--- src/rtl/program_counter_pkg.sv ---
// Shared core definitions for the fetch path: address width, instruction size
// and reset vector defaults, plus the address type used by fetch, branch and imem.
package program_counter_pkg;

    localparam int          DEFAULT_PC_WIDTH     = 32;
    localparam int          DEFAULT_INSTR_BYTES  = 4;
    localparam logic [31:0] DEFAULT_RESET_VECTOR = 32'h0000_0000;

    typedef logic [DEFAULT_PC_WIDTH-1:0] addr_t;

endpackage : program_counter_pkg

--- src/rtl/program_counter_pc_next_sel.sv ---
// Combinational next-PC selection: an aligned branch target wins over the
// sequential address. Reset priority is applied at the register.
module pc_next_sel
    import program_counter_pkg::*;
#(
    parameter int PC_WIDTH    = DEFAULT_PC_WIDTH,
    parameter int INSTR_BYTES = DEFAULT_INSTR_BYTES
) (
    input  logic                branch,
    input  logic [PC_WIDTH-1:0] branch_target,
    input  logic [PC_WIDTH-1:0] pc,
    output logic [PC_WIDTH-1:0] pc_next
);

    localparam logic [PC_WIDTH-1:0] STEP       = PC_WIDTH'(INSTR_BYTES);
    // Clearing the low log2(INSTR_BYTES) bits; an all-ones mask when INSTR_BYTES is 1.
    localparam logic [PC_WIDTH-1:0] ALIGN_MASK = ~(STEP - PC_WIDTH'(1));

    function automatic logic [PC_WIDTH-1:0] align_down(input logic [PC_WIDTH-1:0] addr);
        return addr & ALIGN_MASK;
    endfunction

    logic [PC_WIDTH-1:0] seq_addr;

    always_comb begin
        seq_addr = pc + STEP;
        pc_next  = seq_addr;
        if (branch) begin
            pc_next = align_down(branch_target);
        end
    end

endmodule : pc_next_sel

--- src/rtl/program_counter.sv ---
// Instruction-fetch program counter: one PC register that either steps by one
// instruction word or loads an aligned branch target each clock.
module program_counter
    import program_counter_pkg::*;
#(
    parameter int                  PC_WIDTH     = DEFAULT_PC_WIDTH,
    parameter logic [PC_WIDTH-1:0] RESET_VECTOR = PC_WIDTH'(DEFAULT_RESET_VECTOR),
    parameter int                  INSTR_BYTES  = DEFAULT_INSTR_BYTES
) (
    input  logic                clk,
    input  logic                reset,
    input  logic                branch,
    input  logic [PC_WIDTH-1:0] branch_target,
    output logic [PC_WIDTH-1:0] pc_out
);

    localparam logic [PC_WIDTH-1:0] LOW_BITS = PC_WIDTH'(INSTR_BYTES) - PC_WIDTH'(1);

    if ((INSTR_BYTES < 1) || ((INSTR_BYTES & (INSTR_BYTES - 1)) != 0)) begin : g_bad_instr_bytes
        $error("program_counter: INSTR_BYTES must be a power of two");
    end
    if ((RESET_VECTOR & LOW_BITS) != '0) begin : g_bad_reset_vector
        $error("program_counter: RESET_VECTOR must be aligned to INSTR_BYTES");
    end

    logic [PC_WIDTH-1:0] pc;
    logic [PC_WIDTH-1:0] pc_next;

    pc_next_sel #(
        .PC_WIDTH    (PC_WIDTH),
        .INSTR_BYTES (INSTR_BYTES)
    ) u_next_sel (
        .branch        (branch),
        .branch_target (branch_target),
        .pc            (pc),
        .pc_next       (pc_next)
    );

    // Reset outranks branch, so it is applied here rather than in the selector.
    always_ff @(posedge clk) begin
        if (!reset) begin
            pc <= RESET_VECTOR;
        end else begin
            pc <= pc_next;
        end
    end

    assign pc_out = pc;

endmodule : program_counter

--- config.mk ---
export PLATFORM = sky130hd
export DESIGN_NAME = program_counter
export DESIGN_NICKNAME = d
export VERILOG_FILES = /design/src/rtl/program_counter_pkg.sv /design/src/rtl/program_counter_pc_next_sel.sv /design/src/rtl/program_counter.sv
export SDC_FILE = /design/constraint.sdc
export NUM_CORES = 1
export LEC_CHECK = 0
export BUFFER_PORTS_ARGS = -buffer_cell sky130_fd_sc_hd__clkbuf_2
export CAP_MARGIN = 10
export CORE_MARGIN = 4
export CORE_UTILIZATION = 25
export DETAILED_ROUTE_END_ITERATION = 10
export PLACE_DENSITY_LB_ADDON = 0.1
export SLEW_MARGIN = 0
export SYNTH_ARGS = -nofsm -noshare
export SYNTH_HDL_FRONTEND = slang
export SYNTH_SLANG_ARGS = --single-unit
--- constraint.sdc ---
create_clock -name clk -period 2.2 [get_ports clk]
set_input_delay 0.44 -clock clk [delete_from_list [all_inputs] [get_ports clk]]
set_output_delay 0.44 -clock clk [all_outputs]
set_load 0.005 [all_outputs]
### After elaboration in Yosys (flattened, before gate mapping)

Index checks and enable logic that the tools add are counted.

* flip-flop bits (word level): 32
* output and inout bits: 32
* bits of input ports: 35

* bitwise operators: 1
* mux-type cells: 1
* reduce and logical (&&, ||, !) cells: 1
* $add $sub $neg: 1

Operator list (number)
* adder 32 x 3 -> 32 bit, second input constant: 1
* two-way mux 32 bit: 1
* OR reduction 2 bit: 1
* inverter 1 bit: 1

### Longest topological paths before layout

* depth in word-level cells: 2
* depth in mapped cells: 6
* mapped depth without buffers: 5

### Hierarchy

Synthesis repeated with hierarchy kept, for this count alone.

* cells, all modules: 242
* area total of the unflattened synthesis: 1916.8 um^2

By module, submodules not included
* pc_next_sel: instances 1, area an instance 1021.0 um^2, cells an instance 175
* program_counter: instances 1, area an instance 895.9 um^2, cells an instance 67

### Least setup slack after synthesis

No wires, ideal clock.

* path type: flip-flop to flip-flop
* start point: reg pc[2] (netlist: pc_out[2])
* end point: reg pc[30] (netlist: pc_out[30])
* data required time: 2.121 ns
* library setup time: 0.079 ns
* slack: 0.623 ns
* cell stages (with the launch flop): 7
* arrival time: 1.499 ns
* path through: dfxtp_1 -> ha_1 -> and2_1 -> clkbuf_2 -> nand3_1 -> or4_1 -> o211ai_1

* cells in the longest elaborated chain, start to end: 2

Ends and longest elaborated chain
* start: declaration: line program_counter.sv:26 `logic [PC_WIDTH-1:0] pc;`
* start signal: assignment: line program_counter.sv:44 `pc <= pc_next;`
* adder 32 x 3 -> 32 bit: line program_counter_pc_next_sel.sv:26 `seq_addr = pc + STEP;`
* two-way mux 32 bit: line program_counter_pc_next_sel.sv:28 `if (branch) begin`

Every way passes these cells.
A chain may end at the register's enable or synchronous reset.

### Final worst setup path

* start point: reg pc[11] (netlist: pc_out[11])
* end point: reg pc[23] (netlist: pc_out[23])

The elaborated chain is that of the path after synthesis.

==> flow_metrics.env <==
export IMPL_drt_iter0_markers=82
export IMPL_grt_ovfl_total=0
export IMPL_crit_fanout=27
export IMPL_synth_largest_area_cell="dfxtp_1"
export IMPL_total_power_mw=1.40
export IMPL_power_share_combinational_pct=16.0
export IMPL_totalWireLength_mm=6.12
export IMPL_rsz0062_at_grt="false"
export IMPL_io_pins=67
export IMPL_end_kind="flop"
export IMPL_diodes=0
export IMPL_worstReg2RegStart="pc_out[11]"
export IMPL_setup_worst_path_class="reg -> reg"
export IMPL_dieArea_sq_mm=0.00914
export IMPL_cts_made_buffers=5
export IMPL_rows=31
export IMPL_gp_congestion=0.715
export IMPL_ctsResizeCount=0
export IMPL_synth_warnings=0
export IMPL_layout_drive_gt1_share_pct=29.0
export IMPL_post_synth_top_count_cell="dfxtp_1"
export IMPL_final_util_pct=33.3
export IMPL_grt_max_degree=29
export IMPL_clockBufferDepth=2
export IMPL_ant_nets=0
export IMPL_fillers=862
export IMPL_portBuffers=62
export IMPL_synth_area_leaders="dfxtp_1, o21ai_0, nand3_1"
export IMPL_vias=2081
export IMPL_preCtsSetupSlack_ps=326
export IMPL_slew_violations=0
export IMPL_async_flop_share_pct=0
export IMPL_crit_start="pc_out[11]"
export IMPL_internal_power_mw=1.01
export IMPL_p_per_area_mw_per_mm2=571
export IMPL_synth_cells=243
export IMPL_crit_path_start_kind="flop"
export IMPL_synthToLayoutAreaGrowth_pct=27.9
export IMPL_hp_start="branch_target[5]"
export IMPL_ys_ff_latch=30
export IMPL_critical_path_required_ps=2420
export IMPL_max_cap_viol_count=0
export IMPL_outcome="completed"
export IMPL_ys_seq_area_share_pct=31.3
export IMPL_synth_avg_cell_area_sq_um=7.89
export IMPL_power_frac_seq_pct=45.3
export IMPL_grt_pass1_vias=1982
export IMPL_syn_area_sq_mm=0.00192
export IMPL_fin_crit_ps=1760
export IMPL_ir_worst_vdd_mv=0.203
export IMPL_seqCellArea_sq_um=601
export IMPL_multi_input_area_sq_mm=0.00120
export IMPL_synth_edf_count=0
export IMPL_tritoncts="built"
export IMPL_largest_reg_flops=30
export IMPL_vias_per_cell=5.18
export IMPL_core_region_area_sq_mm=0.00737
export IMPL_cts_root_buf="clkbuf_8"
export IMPL_fin_area_sq_mm=0.00245
export IMPL_p_leak_nw=0.989
export IMPL_min_path_type="in -> reg"
export IMPL_route_detailed_drc=0
export IMPL_grt_usage_pct=14.0
export IMPL_grt_pass1_wl_mm=9.99
export IMPL_wl_per_cell_microns=15.2
export IMPL_setup_slack_ps=439
export IMPL_path_clk_slew_ps=70
export IMPL_ys_types=48
export IMPL_placedInstanceArea_sq_mm=0.00234
export IMPL_finalCritPeriodShare_pct=80.0
export IMPL_start_util_pct=26.0
export IMPL_synth_top_cell_area_share_pct=31.3
export IMPL_p_sw_mw=0.386
export IMPL_postCtsHoldBufs=0
export IMPL_finalHoldViolations=0
export IMPL_clock_latency_ps=280
export IMPL_die_h_microns=95.6
export IMPL_drt_pre_antenna_iters=4
export IMPL_dpl_hpwl_mm=4.47
export IMPL_h_tree_depth=2
export IMPL_cts_setup_buffers=0
export IMPL_max_freq_mhz=568
export IMPL_clock_power_share_pct=38.8
export IMPL_layout_nets=338
export IMPL_clock_sinks=30
export IMPL_synthTopCellsByCount="dfxtp_1, o21ai_0, nand3_1"
export IMPL_p_sw_share_pct=27.6
export IMPL_critPathArrivalTime_ps=1980
export IMPL_antenna_found_initial=0
export IMPL_fin_tns_setup_ps=0
export IMPL_fin_skew_ps=7.97
export IMPL_die_w_microns=95.6
export IMPL_synth_ff_type="dfxtp_1"
export IMPL_setup_viol=0
-- layer usage --
metal / track usage [%] / wire [microns] / share of wire, %
met5: 0 / 0 / 0
met4: 3.67 / 57 / 0.93
met3: 3.87 / 490 / 8.0
met2: 21.8 / 2700 / 44
met1: 18.9 / 2860 / 47
-- power groups by stage --
| stage | Combinational, mW | Sequential [mW] | Clock [mW] |
|---|---|---|---|
| 6_report | 0.224 | 0.633 | 0.542 |
| 5_1_grt | 0.256 | 0.641 | 0.585 |
| 4_1_cts | 0.228 | 0.634 | 0.560 |
| 3_5_place_dp | 0.227 | 0.646 | 0 |
| 3_3_place_gp | 0.227 | 0.647 | 0 |
| 2_1_floorplan | 0.121 | 0.640 | 0 |
-- worst max-delay path: stages (launching register included) --
cell     delay [ps]
dfxtp_1         400
and4_4          280
nand3_4         260
or4_1           580
a31oi_1         170
-- cells by family (layout without fill, tap and decap cells) --
logic type                 after synthesis  in the layout  share of synthesized area, %
adders and majority gates                1              1                         0.652
xor gates and xnor gates                10             10                          4.57
buffers and inverters                   26             85                          6.20
other                                    1              2                         0.196
AOI/OAI and AO/OA                       61             61                          21.7
DFF                                     30             30                          31.3
and+or+nand+nor                        113            113                          34.9
muxes                                    1              1                         0.522
-- placed cells by master, fill, tap and decap left out, types with 7 or more instances in the layout --
master,netlist,layout
and3_1,7,7
a31oi_1,8,8
nand2_1,14,14
o21ai_0,19,19
nand4_1,12,12
dfxtp_1,30,30
clkbuf_2,1,62
clkbuf_8,0,8
buf_4,3,13
nand3_1,15,15
nor2_1,10,10
nor4_1,7,7
nor3_1,8,8
-- final timing paths --
check | slack, ps | cells past startpoint | to
worst max register to register | 440 | 4 | pc_out[23]
worst max-delay path | 440 | 4 | pc_out[23]
worst min register to register | 570 | 2 | pc_out[23]
worst min-delay path | 380 | 2 | pc_out[5]
-- through the flow --
step,hold slack (ps),std cells
2_1_floorplan,513,244
3_3_place_gp,558,394
3_5_place_dp,554,394
4_1_cts,375,402
5_1_grt,380,402
6_report,383,402
-- area by class of cell --
cell class	count	area share (%)
Clock buffer	8	4.49
Inverter	2	0.306
Multi-Input combinational cell	188	49.0
Sequential cell	30	24.5
Tap cell	99	5.05
Timing Repair Buffer	75	16.6
Power figures use the tool's default switching activity.
